===== config.mk =====
export PLATFORM = sky130hd
export DESIGN_NAME = r16_serial_sub
export DESIGN_NICKNAME = d
export VERILOG_FILES = /design/src/rtl/r16_serial_sub.sv
export SDC_FILE = /design/constraint.sdc
export NUM_CORES = 1
export LEC_CHECK = 0
export BUFFER_PORTS_ARGS = -buffer_cell sky130_fd_sc_hd__buf_2
export CAP_MARGIN = 20
export CORE_UTILIZATION = 49
export DETAILED_ROUTE_END_ITERATION = 8
export HOLD_SLACK_MARGIN = 0.03
export PLACE_DENSITY_LB_ADDON = 0.05
export SYNTH_ARGS = -nofsm -noshare
export SYNTH_HDL_FRONTEND = slang
export SYNTH_SLANG_ARGS = --single-unit

===== constraint.sdc =====
create_clock -name clk -period 2.7 [get_ports clk]
set_input_delay 0.27 -clock clk [delete_from_list [all_inputs] [get_ports clk]]
set_output_delay 0.27 -clock clk [all_outputs]
set_load 0.05 [all_outputs]

===== src/rtl/r16_serial_sub.sv =====
// Digit-serial subtractor: y = a - b - bin, one DIGIT-wide slice per clock, LSB first,
// with the slice carry registered between steps and a start/busy/done handshake.
module r16_serial_sub #(
  parameter int WIDTH = 16,
  parameter int DIGIT = 4
) (
  input  logic             clk,
  input  logic             rst_n,
  input  logic             start,
  input  logic [WIDTH-1:0] a,
  input  logic [WIDTH-1:0] b,
  input  logic             bin,
  output logic [WIDTH-1:0] y,
  output logic             bout,
  output logic             v,
  output logic             busy,
  output logic             done
);

  localparam int NSTEP = WIDTH / DIGIT;
  localparam int SW    = (NSTEP > 1) ? $clog2(NSTEP) : 1;
  localparam logic [SW-1:0] LAST_STEP = SW'(NSTEP - 1);

  typedef enum logic [1:0] {
    ST_IDLE,
    ST_RUN,
    ST_DONE
  } state_t;

  state_t           state_q, state_d;
  logic [WIDTH-1:0] a_q, a_d;
  logic [WIDTH-1:0] b_q, b_d;
  logic [WIDTH-1:0] y_q, y_d;
  logic [SW-1:0]    step_q, step_d;
  logic             c_q, c_d;
  logic             bout_q, bout_d;
  logic             v_q, v_d;

  logic [DIGIT-1:0] a_sl, b_sl;
  logic [DIGIT-1:0] lo_sum;
  logic [1:0]       msb_sum;
  logic [DIGIT-1:0] slice_sum;
  logic             c_msb, c_out;

  // Subtraction as a + ~b + c; the low bits are summed apart so the carry into
  // the slice MSB is available for the signed-overflow flag.
  always_comb begin
    a_sl      = a_q[step_q*DIGIT +: DIGIT];
    b_sl      = ~b_q[step_q*DIGIT +: DIGIT];
    lo_sum    = {1'b0, a_sl[DIGIT-2:0]} + {1'b0, b_sl[DIGIT-2:0]}
              + {{(DIGIT-1){1'b0}}, c_q};
    c_msb     = lo_sum[DIGIT-1];
    msb_sum   = {1'b0, a_sl[DIGIT-1]} + {1'b0, b_sl[DIGIT-1]} + {1'b0, c_msb};
    c_out     = msb_sum[1];
    slice_sum = {msb_sum[0], lo_sum[DIGIT-2:0]};
  end

  always_comb begin
    state_d = state_q;
    a_d     = a_q;
    b_d     = b_q;
    y_d     = y_q;
    step_d  = step_q;
    c_d     = c_q;
    bout_d  = bout_q;
    v_d     = v_q;
    case (state_q)
      ST_IDLE: begin
        if (start) begin
          state_d = ST_RUN;
          a_d     = a;
          b_d     = b;
          c_d     = ~bin;
          step_d  = '0;
          y_d     = '0;
          bout_d  = 1'b0;
          v_d     = 1'b0;
        end
      end
      ST_RUN: begin
        y_d[step_q*DIGIT +: DIGIT] = slice_sum;
        c_d = c_out;
        if (step_q == LAST_STEP) begin
          state_d = ST_DONE;
          bout_d  = ~c_out;
          v_d     = c_msb ^ c_out;
        end else begin
          step_d = step_q + 1'b1;
        end
      end
      ST_DONE: state_d = ST_IDLE;
      default: state_d = ST_IDLE;
    endcase
  end

  always_ff @(posedge clk or negedge rst_n) begin
    if (!rst_n) begin
      state_q <= ST_IDLE;
      a_q     <= '0;
      b_q     <= '0;
      y_q     <= '0;
      step_q  <= '0;
      c_q     <= 1'b0;
      bout_q  <= 1'b0;
      v_q     <= 1'b0;
    end else begin
      state_q <= state_d;
      a_q     <= a_d;
      b_q     <= b_d;
      y_q     <= y_d;
      step_q  <= step_d;
      c_q     <= c_d;
      bout_q  <= bout_d;
      v_q     <= v_d;
    end
  end

  assign y    = y_q;
  assign bout = bout_q;
  assign v    = v_q;
  assign busy = (state_q == ST_RUN);
  assign done = (state_q == ST_DONE);

endmodule


After elaboration in Yosys (flattened, before gate mapping) --
Index checks and enable logic that the tools add are counted. Widths: inputs -> output; s select.
Word-level totals: register bits after elaboration 55, output and inout port bits 20, word-level logic and storage cells 51
Operators by class: $add $sub $neg 6, eq/ne operators 6, shifts and indexed selects 4, mux-type cells 16, bitwise gates (word level) 4, reductions and logical operators 7
Operator list (number):
- $neg 4->34 | 1
- $shift 4x34->16 const A | 1
- $shiftx 4x34->16 | 1
- $pmux 16 s2 | 1
- $shiftx 16x5->4 | 2
- $bwmux 16 | 1
- $mux 16 | 1
- $mux 2 | 4
- $pmux 2 s2 | 2
- $pmux 1 s2 | 3
- $reduce_and 2->1 | 3
- $reduce_and 3->1 | 2
- $add 3x3->4 | 1
- $add 4x1->4 | 1
- $eq 2x2->1 const B | 2
- $mux 1 | 4
- $ne 2x2->1 const B | 2
- $not 4->4 | 1
- $add 1x1->2 | 1
- $add 2x1->2 | 1
- $add 2x1->2 const B | 1
- $eq 2x1->1 const B | 1
- $logic_not 2->1 | 1
- $ne 2x1->1 const B | 1
- other kinds (3) | 4

Longest topological paths before layout --
Gate-level depths: netlist (run 1).
depth in word-level cells 8, gate-level depth with buffers 9

Worst setup path after synthesis (run 1) --
OpenSTA, ideal clock, no wires.
path type reg-to-reg, start point register step_q[0], end point register v_q, in the netlist v, library setup time 0.087 ns, arrival 2.572 ns, required time 2.613 ns, setup slack 0.041 ns, cell stages (with the launch flop) 9, buffers on the path 1, period minus slack after synthesis 2.659 ns, path through dfrtp_1 -> buf_4 -> mux4_2 -> fa_1 -> nor2b_1 -> a21oi_1 -> fa_1 -> a2111o_1 -> o211ai_1
Between the ends: cells in the longest elaborated chain, start to end 8
RTL lines:
- start: declaration | line 34 | logic [SW-1:0] step_q, step_d;
- start signal: assignment | line 111 | step_q <= step_d;
- $shiftx 16x5->4 | line 49 | b_sl = ~b_q[step_q*DIGIT +: DIGIT];
- $not 4->4 | line 49
- $add 3x3->4 | line 50 | lo_sum = {1'b0, a_sl[DIGIT-2:0]} + {1'b0, b_sl[DIGIT-2:0]}
- $add 4x1->4 | line 51 | + {{(DIGIT-1){1'b0}}, c_q};
- $add 2x1->2 | line 53 | msb_sum = {1'b0, a_sl[DIGIT-1]} + {1'b0, b_sl[DIGIT-1]} + {1'b0, c_msb};
- $xor 1x1->1 | line 86 | v_d = c_msb ^ c_out;
- $mux 1 | line 83 | if (step_q == LAST_STEP) begin
- $pmux 1 s2 | line 67 | case (state_q)
- end signal: assignment | line 114 | v_q <= v_d;
- end: declaration | line 37 | logic v_q, v_d;
Parallel ways exist; a longest one is shown, timed or not. The select of a mux whose other input is x is not followed. A chain may end at the register's enable or synchronous reset.

Final worst setup path (run 1) --
Same ends and word-level chain as after synthesis.

==> out/metrics.json, run 1 <==
{
  "yosys": {
    "synth.area.mux_share_pct": 7.36,
    "synth-xor-area-share_pct": 0.337,
    "synthesis.area_um2": 2600,
    "synth_area_leader_cell": "sky130_fd_sc_hd__dfrtp_1",
    "avgSynthCellArea_um2": 10.2,
    "synth-simple-area-share_pct": 19.7,
    "yosysSeqAreaShare_pct": 52.9,
    "syn_inst": 256,
    "number_of_storage_elements_in_the_synthesis_netlist": 55,
    "synth-adder-area-share_pct": 5.68,
    "synth_top_family_by_area": "simple AND/OR/NAND/NOR gates",
    "synth_top_area_share_pct": 52.9,
    "synth.yosys.warnings": 0,
    "synth_compound_gate_area_share_pct": 7.70,
    "synth_top_cells_by_area": "sky130_fd_sc_hd__dfrtp_1 53%, sky130_fd_sc_hd__nand2_1 15%, sky130_fd_sc_hd__mux4_2 6.9%",
    "mappedNetlistNets": 302,
    "post_synth_num_cell_types": 32
  },
  "global_route": {
    "grtUsageMet2_pct": 33.0,
    "vias_in_the_first_global_route": 1820,
    "grt_overall_usage_pct": 20.9,
    "global_route_wire_length_before_repair_mm": 8.69,
    "grt_use_met1_pct": 30.1,
    "grt.met3_usage_pct": 4.02,
    "global_route.overflow_total": 0,
    "grt_start_max_net_pins": 35,
    "busiest_layer": "met2",
    "antenna_found_initial": 0
  },
  "timing": {
    "final_min_period_over_clock_period_pct": 94.4,
    "tightest_slew_ns": 0.624,
    "rsz0062_at_grt": "false",
    "max_slew_margin_pct": 58.3,
    "final.min_clock_period_ns": 2.55,
    "timing_max_transition_violations_final": 0,
    "finalClockSkew_ns": 0.00421,
    "timing.final.hold_violations": 0,
    "finalSetupTns_ns": 0,
    "setup_violating_endpoint_count_in_the_final_report": 0,
    "clock.fmax_mhz": 392
  },
  "power_and_ir_drop": {
    "clock_power_share_pct": 10.8,
    "power_switching_mw": 2.09,
    "seq_power_share_pct": 32.1,
    "leakage_nw": 1.64,
    "internal_power_mw": 2.43,
    "power.ir.vdd_worst_mv": 0.867,
    "p_sw_share_pct": 46.3,
    "combPwrFrac_pct": 57.1,
    "power_per_cell_area_nw_per_um2": 1470
  },
  "route": {
    "detailedRoute.firstIterationViolations": 75,
    "avgRoutedWirePerCell_um": 13.2,
    "post_drt_via_cell_ratio": 4.83,
    "total_iterations_of_the_first_detailed_routing_run": 4,
    "remaining_drc_errors": 0,
    "routed_wl_mm": 5.13,
    "antenna_violating_nets_post_route": 0,
    "num_vias": 1884
  },
  "critical_path": {
    "timing.critical_path.arrival_ns": 2.77,
    "crit_path_max_fanout": 6,
    "timing.critical_path.from_type": "register",
    "critPathCaptureType": "register",
    "r2r_setup_slack_ns": 0.15,
    "path_class": "register to register",
    "critical_path_required_ns": 2.92
  },
  "final_layout": {
    "layout.nets": 365,
    "final_core_utilization_pct": 60.3,
    "antenna_cells_inserted": 0,
    "register_area_um2": 1380,
    "share_of_final_layout_standard_cells_stronger_than_drive_strength_1_pct": 27.2,
    "n_fill_cell": 475,
    "area_delta_synth_final_pct": 18.5,
    "multi_input_area_um2": 1070
  },
  "clock_network": {
    "cts-buffers-inserted": 5,
    "clk_path_buf_depth": 2,
    "clk_root_buffer_cell": "sky130_fd_sc_hd__clkbuf_8",
    "clk-insertion-delay-late_ns": 0.30,
    "cts_tree": "built",
    "cts-htree-levels": 2,
    "clock_slew_seen_by_the_registers_of_the_worst_setup_and_hold_paths_ns": 0.09,
    "clock-sinks": 55
  },
  "floorplanning": {
    "core_um2": 5110,
    "initial_core_utilization_pct": 50.9,
    "dieArea_um2": 5600,
    "die_w_um": 74.9,
    "die_h_um": 74.9,
    "cell_rows": 26,
    "pin_count": 56
  },
  "placement": {
    "port_buffers": 55,
    "finalWeightedCongestion": 0.812,
    "dp_hpwl_mm": 3.81
  },
  "flow_run": {
    "cap_violations": 0
  },
  "min_path": {
    "worst_hold_path_type": "input pin to register"
  },
  "status": {
    "outcome": "finished clean"
  }
}
-- through the flow --
stage | instance area (um2) | power (mW) | worst slack (ns) | hold WS, ns | cells
after floorplan | 2600 | 3.25 | 0.0411 | -0.0256 | 256
after global placement | 2970 | 3.99 | 0.0795 | 0.290 | 381
after detailed placement | 2970 | 4.04 | 0.0517 | 0.289 | 381
after CTS | 3080 | 4.56 | 0.00543 | 0.141 | 390
after global routing | 3080 | 4.90 | 0.0432 | 0.148 | 390
final | 3080 | 4.52 | 0.150 | 0.149 | 390
-- layer usage --
layer / routed length [um] / share of wire, %
met1: 2540 / 50
met2: 2400 / 47
met3: 135 / 2.6
met4: 44 / 0.86
met5: 0 / 0
-- kinds of logic (layout without fill, tap and decap cells) --
logic type               after synthesis  after routing
multiplexers                           9              9
adder cells (fa/ha/maj)               10             10
AND/OR/NAND/NOR                      121            121
AO/OA/AOI/OAI                         28             28
flip-flops                            55             55
buffers and inverters                 32             96
XOR/XNOR                               1              1
-- final cells by class --
cell class / count / share of cell area [%]
clock buffers: 8 / 3.25
inverters: 21 / 2.56
multi-input cells: 169 / 34.7
flip-flops and latches: 55 / 44.7
well taps: 70 / 2.84
repair buffers: 67 / 11.9
-- registers in the layout (all words and copies together) (netlist names) --
name	count
bout	1
y	16
c_q	1
a_q	16
b_q	16
state_q	2
step_q	2
v	1
-- synthesized netlist by cell type (all sizes together) --
library cell  number
clkbuf             1
nor2               1
xnor2              1
mux2               1
and2b              1
or4                1
inv               21
nor2b              2
or2                1
o211ai             1
dfrtp             55
buf               10
nor3b              2
a2111o             1
o2bb2ai            8
nand4              3
o21ai              2
mux4               8
o22ai              8
a21oi              4
a221oi             1
nand3              2
nand3b             2
a21o               3
or3b               1
nand2b             2
ha                 7
nand2            103
fa                 3
-- final timing paths --
kind                       startpoint         to  depth (start not counted)
hold / removal                   a[6]     a_q[6]                          3
min in group asynchronous       rst_n       y[9]                          3
hold reg to reg               b_q[10]    b_q[10]                          2
setup reg to reg            step_q[0]          v                          9
setup / recovery            step_q[0]          v                          9
max in group asynchronous       rst_n  step_q[0]                          3
-- power groups by stage --
stage          sequential, mW  clock (mW)  combinational [mW]
4_1_cts                  1.46       0.502                2.59
6_report                 1.45       0.489                2.58
3_5_place_dp             1.47           0                2.57
5_1_grt                  1.51       0.533                2.86
3_3_place_gp             1.48           0                2.51
2_1_floorplan            1.70           0                1.55
-- worst max-delay path, stage by stage, from the launching register on --
cell                       delay (ns)
sky130_fd_sc_hd__dfrtp_2         0.47
sky130_fd_sc_hd__buf_4           0.16
sky130_fd_sc_hd__mux4_2          0.31
sky130_fd_sc_hd__inv_1           0.05
sky130_fd_sc_hd__fa_1            0.40
sky130_fd_sc_hd__nor2b_1         0.16
sky130_fd_sc_hd__a21oi_1         0.13
sky130_fd_sc_hd__fa_2            0.40
sky130_fd_sc_hd__a2111o_1        0.31
sky130_fd_sc_hd__o211ai_1        0.08
-- cells in the final DEF, fill, tap and decap left out --
cell type / instances
sky130_fd_sc_hd__a21o_1: 3
sky130_fd_sc_hd__o2bb2ai_1: 8
sky130_fd_sc_hd__xnor2_1: 1
sky130_fd_sc_hd__mux2_2: 1
sky130_fd_sc_hd__or4_4: 1
sky130_fd_sc_hd__nand4_1: 3
sky130_fd_sc_hd__nand2b_1: 2
sky130_fd_sc_hd__inv_1: 21
sky130_fd_sc_hd__buf_2: 55
sky130_fd_sc_hd__nand2_1: 103
sky130_fd_sc_hd__buf_4: 11
sky130_fd_sc_hd__nor2b_1: 2
sky130_fd_sc_hd__nand3_1: 2
sky130_fd_sc_hd__a221oi_1: 1
sky130_fd_sc_hd__a21oi_1: 4
sky130_fd_sc_hd__o21ai_0: 2
sky130_fd_sc_hd__or2_2: 1
sky130_fd_sc_hd__o211ai_1: 1
sky130_fd_sc_hd__fa_1: 2
sky130_fd_sc_hd__or3b_1: 1
sky130_fd_sc_hd__o22ai_1: 8
sky130_fd_sc_hd__ha_1: 7
sky130_fd_sc_hd__a2111o_1: 1
sky130_fd_sc_hd__mux4_2: 8
sky130_fd_sc_hd__clkbuf_8: 7
sky130_fd_sc_hd__clkbuf_1: 1
sky130_fd_sc_hd__and2b_1: 1
sky130_fd_sc_hd__nor3b_1: 1
sky130_fd_sc_hd__dfrtp_2: 1
sky130_fd_sc_hd__nor2_1: 1
sky130_fd_sc_hd__dlygate4sd3_1: 1
sky130_fd_sc_hd__nor3b_4: 1
sky130_fd_sc_hd__fa_2: 1
sky130_fd_sc_hd__nand3b_1: 2
sky130_fd_sc_hd__dfrtp_1: 54
-- what timing repair did --
item | CTS | global route
setup buffers | 0 | 0
hold buffers | 1 | 0
resized for setup | 0 | 2
endpoints found under the setup margin | 0 | 5
hold endpoints to repair | 55 | 0
(Power assumes the default switching activity.)
==> run 2, diff against run 1 <==
- RECOVER_POWER: not set -> 25
==> run 2 against run 1 <==
The flow now finishes with violations (capacitance limit, slew limit). Register-to-register slack about the same. Critical path depth unchanged. Global-route usage unchanged. Core utilization decreased by 0.17 points. Final cell count is the same. Combinational power about the same. Sequential power about the same. Hold slack did not move. Power barely moved. Clock-buffer cell count did not move. First-iteration DRC count down 1.3%.
==> out/metrics.json, run 2 (synthesis gave the netlist of run 1 again) <==
{
  "timing": {
    "setup_violating_endpoint_count_in_the_final_report": 0,
    "final_min_period_over_clock_period_pct": 94.4,
    "tightest_slew_ns": 1.58,
    "clock.fmax_mhz": 392,
    "finalSetupTns_ns": 0,
    "timing.final.hold_violations": 0,
    "holdWs_ns": 0.149,
    "rsz0062_at_grt": "false",
    "finalClockSkew_ns": 0.00421,
    "max_slew_margin_pct": -5.38,
    "timing_max_transition_violations_final": 31,
    "timing.final.ws_setup_ns": 0.150,
    "final.min_clock_period_ns": 2.55
  },
  "final_layout": {
    "layout.nets": 365,
    "antenna_cells_inserted": 0,
    "final_core_utilization_pct": 60.2,
    "final_cell_mix": "103 x sky130_fd_sc_hd__nand2_1, 54 x sky130_fd_sc_hd__dfrtp_1, 54 x sky130_fd_sc_hd__buf_2",
    "layout.cells.most_common": "sky130_fd_sc_hd__nand2_1",
    "share_of_final_layout_standard_cells_stronger_than_drive_strength_1_pct": 26.3,
    "area_delta_synth_final_pct": 18.1,
    "finalInstanceArea_um2": 3070,
    "number_of_standard_cells_in_the_layout_taps_in_and_fillers_out": 390
  },
  "critical_path": {
    "crit_path_max_fanout": 6,
    "timing.critical_path.arrival_ns": 2.77,
    "worstReg2RegEnd": "v",
    "timing.critical_path.from_type": "register",
    "path_class": "register to register",
    "worstSetupStartpoint": "step_q[0]",
    "worst_reg2reg_path_depth": 9,
    "critical_path_required_ns": 2.92,
    "reg2reg_from": "step_q[0]",
    "critPathCaptureType": "register",
    "timing.critical_path.slowest_cell_delay_ns": 0.47,
    "critical_path_sink": "v",
    "cpMaxStageDelayCell": "sky130_fd_sc_hd__dfrtp_2",
    "crit_chain": "buf_4 > mux4_2 > inv_1 > fa_1 > nor2b_1 > a21oi_1 > fa_2 > a2111o_1 > o211ai_1",
    "r2r_setup_slack_ns": 0.15
  },
  "route": {
    "remaining_drc_errors": 0,
    "wl_met2_mm": 2.40,
    "post_drt_via_cell_ratio": 4.83,
    "avgRoutedWirePerCell_um": 13.1,
    "met1Wirelength_mm": 2.54,
    "num_vias": 1885,
    "total_iterations_of_the_first_detailed_routing_run": 4,
    "routed_wl_mm": 5.12,
    "detailedRoute.firstIterationViolations": 74,
    "maxUsedRoutingLayer": "met4",
    "antenna_violating_nets_post_route": 0,
    "met3_length_um": 135
  },
  "clock_network": {
    "clk_path_buf_depth": 2,
    "cts_tree": "built",
    "post-cts-setup-buffers": 0,
    "clk-insertion-delay-late_ns": 0.30,
    "cts-buffers-inserted": 5,
    "clk_root_buffer_cell": "sky130_fd_sc_hd__clkbuf_8",
    "clock_slew_seen_by_the_registers_of_the_worst_setup_and_hold_paths_ns": 0.09,
    "cts-htree-levels": 2,
    "clock-sinks": 55
  },
  "floorplanning": {
    "initial_core_utilization_pct": 50.9,
    "pin_count": 56,
    "die_w_um": 74.9,
    "cell_rows": 26,
    "dieArea_um2": 5600,
    "die_h_um": 74.9,
    "core_um2": 5110
  },
  "flow_run": {
    "cap_violations": 1
  },
  "global_route": {
    "vias_in_the_first_global_route": 1820,
    "global_route.overflow_total": 0,
    "grt_start_max_net_pins": 35,
    "grt_overall_usage_pct": 20.9,
    "global_route_wire_length_before_repair_mm": 8.69,
    "antenna_found_initial": 0
  },
  "placement": {
    "finalWeightedCongestion": 0.812,
    "post-place-ws_ns": 0.0517,
    "place.detailed.instances": 381,
    "dp_hpwl_mm": 3.81,
    "port_buffers": 55,
    "post_dp_cell_area_um2": 2970
  },
  "power_and_ir_drop": {
    "leakage_nw": 1.63,
    "p_total_mw": 4.52,
    "power_per_cell_area_nw_per_um2": 1470,
    "power.ir.vdd_worst_mv": 0.867
  },
  "status": {
    "violations": "capacitance limit, slew limit",
    "outcome": "complete, but fails checks"
  },
  "min_path": {
    "hold_start": "a[6]",
    "worst_hold_path_type": "input pin to register"
  }
}
==> run 2: cell count changes in the layout (fill, tap and decap cells not counted), sizes merged <==
| cell | change |
|---|---|
| buf | -3 |
| clkbuf | +3 |
==> run 2: repair_timing <==
item | 4_1_cts | 5_1_grt
hold buffers | 1 | 0
endpoints found under the hold margin | 55 | 0
resized for setup | 0 | 2
endpoints found under the setup margin | 0 | 5
==> run 2: cell type report <==
class                      count  area [um2]
tap                           70        87.6
timing repair buffer          67         359
sequential                    55        1380
multi-input combinational    169        1070
clock buffer                   8         100
inverter                      21        78.8
fill                         477        2030
==> run 2: worst min-delay path by stage <==
| stage | slack (ns) | endpoint | cells past startpoint |
|---|---|---|---|
| after floorplan | -0.03 | a_q[0] | 0 |
| after global placement | 0.29 | y[9] | 2 |
| final | 0.15 | a_q[6] | 3 |
| after CTS | 0.14 | a_q[6] | 3 |
| after detailed placement | 0.29 | y[9] | 2 |
| after global routing | 0.15 | b_q[7] | 3 |
==> run 2: power breakdown <==
part	internal (mW)	leakage, nW	switching [mW]	total [mW]
Combinational	1.00	0.873	1.58	2.58
Clock	0.235	0.0515	0.254	0.489
Sequential	1.19	0.704	0.262	1.45
==> run 2: routing by layer <==
metal / global-route usage, % / vias to the layer above
li1: - / 965
met1: 30.1 / 881
met2: 33.0 / 35
met3: 4.02 / 4
met4: 5.03 / 0
met5: 0 / -
==> run 2: critical path: cells and delay by family (launching register included) <==
kind | cells | cell delay (ns)
fa+ha+maj | 2 | 0.80
flops | 1 | 0.47
buf+inv | 2 | 0.21
compound gates | 3 | 0.52
mux | 1 | 0.31
simple gates | 1 | 0.16
==> run 3, diff against run 2 <==
--- a/config.mk
+++ b/config.mk
@@ -9,3 +9,3 @@
 export CAP_MARGIN = 20
-export CORE_UTILIZATION = 49
+export CORE_UTILIZATION = 58
 export DETAILED_ROUTE_END_ITERATION = 8
==> constraint.sdc (replaced) <==
create_clock -name clk -period 3 [get_ports clk]
set_input_delay 0.15 -clock clk [delete_from_list [all_inputs] [get_ports clk]]
set_output_delay 0.15 -clock clk [all_outputs]
set_load 0.05 [all_outputs]
==> run 3 against run 2 <==
Critical path depth fell by 2. Via count rose by 8.4%. Combinational power fell by 17%. Highest routed layer unchanged. Design area rose by 4.1%. Largest power group unchanged. Global-route usage rose by 4.6 points. Setup slack improved by 0.061 ns. Hold slack got worse by 0.12 ns. The run now ends clean. First-iteration DRC count rose by 41%. Sequential share of layout area fell by 1.8 points. Wire length rose by 7.2%. Critical path type unchanged.
==> out/metrics.json, run 3 (synthesis gave the netlist of run 1 again) <==
{
  "timing": {
    "final_min_period_over_clock_period_pct": 93.0,
    "max_slew_margin_pct": 30.2,
    "finalSetupTns_ns": 0,
    "timing_max_transition_violations_final": 0,
    "timing.final.hold_violations": 0,
    "setup_violating_endpoint_count_in_the_final_report": 0,
    "rsz0062_at_grt": "false",
    "finalClockSkew_ns": 0.00563,
    "final.min_clock_period_ns": 2.79,
    "tightest_slew_ns": 1.05,
    "clock.fmax_mhz": 359
  },
  "clock_network": {
    "cts-buffers-inserted": 5,
    "clk_path_buf_depth": 2,
    "cts-htree-levels": 2,
    "clk_root_buffer_cell": "sky130_fd_sc_hd__clkbuf_8",
    "clk-insertion-delay-late_ns": 0.31,
    "clock_slew_seen_by_the_registers_of_the_worst_setup_and_hold_paths_ns": 0.10,
    "cts_tree": "built",
    "clock-sinks": 55,
    "post_cts_resized": 0
  },
  "power_and_ir_drop": {
    "power_per_cell_area_nw_per_um2": 1220,
    "p_total_mw": 3.90,
    "leakage_nw": 1.69,
    "p_sw_share_pct": 47.2,
    "internal_power_mw": 2.06,
    "clock_power_share_pct": 11.1,
    "power.ir.vdd_worst_mv": 0.722,
    "combPwrFrac_pct": 55.0,
    "seq_power_share_pct": 33.9,
    "power_switching_mw": 1.84
  },
  "global_route": {
    "global_route.overflow_total": 0,
    "grt_overall_usage_pct": 25.5,
    "antenna_found_initial": 0,
    "global_route_wire_length_before_repair_mm": 8.74,
    "vias_in_the_first_global_route": 1908,
    "grt_start_max_net_pins": 35
  },
  "placement": {
    "place.detailed.instances": 355,
    "port_buffers": 55,
    "finalWeightedCongestion": 0.818,
    "dp_hpwl_mm": 3.88
  },
  "final_layout": {
    "final_core_utilization_pct": 77.2,
    "number_of_standard_cells_in_the_layout_taps_in_and_fillers_out": 382,
    "layout.cells.most_common": "sky130_fd_sc_hd__nand2_1",
    "n_fill_cell": 299,
    "antenna_cells_inserted": 0,
    "final_cell_mix": "103 x sky130_fd_sc_hd__nand2_1, 55 x sky130_fd_sc_hd__dfrtp_1, 54 x sky130_fd_sc_hd__buf_2",
    "area_delta_synth_final_pct": 23.0,
    "share_of_final_layout_standard_cells_stronger_than_drive_strength_1_pct": 23.8,
    "layout.nets": 377
  },
  "critical_path": {
    "crit_chain": "mux4_2 > fa_1 > nor2b_1 > a21oi_1 > fa_1 > a2111o_1 > o211ai_1",
    "crit_path_max_fanout": 8,
    "critPathCaptureType": "register",
    "timing.critical_path.from_type": "register",
    "critical_path_required_ns": 3.23,
    "most_used_cell_along_the_critical_path": "sky130_fd_sc_hd__fa_1",
    "timing.critical_path.arrival_ns": 3.02,
    "path_buf_inv": 0,
    "critical-path-top-delay-family": "adder cells",
    "cpMaxStageDelayCell": "sky130_fd_sc_hd__dfrtp_1",
    "path_class": "register to register",
    "timing.critical_path.slowest_cell_delay_ns": 0.62,
    "r2r_setup_slack_ns": 0.21
  },
  "floorplanning": {
    "die_w_um": 69.0,
    "initial_core_utilization_pct": 62.8,
    "dieArea_um2": 4760,
    "pin_count": 56,
    "die_h_um": 69.0,
    "cell_rows": 23,
    "core_um2": 4140
  },
  "route": {
    "total_iterations_of_the_first_detailed_routing_run": 4,
    "num_vias": 2043,
    "avgRoutedWirePerCell_um": 14.4,
    "remaining_drc_errors": 0,
    "post_drt_via_cell_ratio": 5.35,
    "routed_wl_mm": 5.49,
    "antenna_violating_nets_post_route": 0,
    "detailedRoute.firstIterationViolations": 104
  },
  "flow_run": {
    "cap_violations": 0
  },
  "status": {
    "outcome": "finished clean"
  },
  "min_path": {
    "worst_hold_path_type": "input pin to register"
  }
}
[run 3: changes by cell type in the layout (fill, tap and decap cells not counted)]
cell / change
sky130_fd_sc_hd__dfrtp_1: +1
sky130_fd_sc_hd__fa_1: +1
sky130_fd_sc_hd__buf_4: -5
sky130_fd_sc_hd__clkinvlp_4: +1
sky130_fd_sc_hd__fa_2: -1
sky130_fd_sc_hd__dlygate4sd3_1: +17
sky130_fd_sc_hd__clkbuf_8: -1
sky130_fd_sc_hd__clkbuf_1: -2
sky130_fd_sc_hd__buf_16: +1
sky130_fd_sc_hd__dfrtp_2: -1
sky130_fd_sc_hd__clkinv_4: +1
[run 3: cell type report]
| class | instances | area (um2) | share of cell area [%] |
|---|---|---|---|
| multi-input cells | 169 | 1070 | 33.4 |
| repair buffers | 79 | 515 | 16.1 |
| flip-flops and latches | 55 | 1380 | 43.0 |
| well taps | 50 | 62.6 | 1.96 |
| clock buffers | 6 | 82.6 | 2.58 |
| clock inverters | 2 | 16.3 | 0.508 |
| inverters | 21 | 78.8 | 2.46 |
[run 3: path summary, 6_finish.rpt]
path / from / to / depth (start not counted)
min in group asynchronous: rst_n / y[6] / 2
worst min register to register: a_q[11] / a_q[11] / 2
worst max-delay path: step_q[0] / v / 7
max in group asynchronous: rst_n / b_q[3] / 3
worst max register to register: step_q[0] / v / 7
worst min-delay path: a[5] / a_q[5] / 3
[run 3: power by group through the flow]
| stage | Clock [mW] | Combinational (mW) | Sequential, mW |
|---|---|---|---|
| final | 0.432 | 2.15 | 1.32 |
| after global routing | 0.468 | 2.35 | 1.37 |
| after CTS | 0.438 | 2.12 | 1.32 |
| after detailed placement | 0 | 2.10 | 1.34 |
| after global placement | 0 | 2.06 | 1.33 |
| after floorplan | 0 | 1.39 | 1.53 |
[run 3: through the flow]
stage / cell area (um2) / hold WS, ns / worst slack, ns
final: 3200 / 0.0276 / 0.211
after detailed placement: 2900 / 0.114 / 0.215
after global routing: 3200 / 0.0372 / 0.0671
after floorplan: 2600 / -0.146 / 0.341
after global placement: 2900 / 0.105 / 0.269
after CTS: 3180 / 0.0312 / 0.204
[run 3: per-layer routing]
layer,vias up,global-route usage (%),wire [um]
li1,989,-,-
met1,997,31.5,2360
met2,52,46.2,2900
met3,5,4.11,189
met4,0,6.12,44
met5,-,0,0
[run 3: repair_timing]
action	4_1_cts	5_1_grt
hold endpoints to repair	35	0
setup buffers	0	0
hold buffers	18	0
[run 3: worst reg2reg max path: stages (launching register included)]
cell and delay (ns):
sky130_fd_sc_hd__dfrtp_1 0.62, sky130_fd_sc_hd__mux4_2 0.58, sky130_fd_sc_hd__fa_1 0.39, sky130_fd_sc_hd__nor2b_1 0.17, sky130_fd_sc_hd__a21oi_1 0.12, sky130_fd_sc_hd__fa_1 0.45
sky130_fd_sc_hd__a2111o_1 0.31, sky130_fd_sc_hd__o211ai_1 0.08
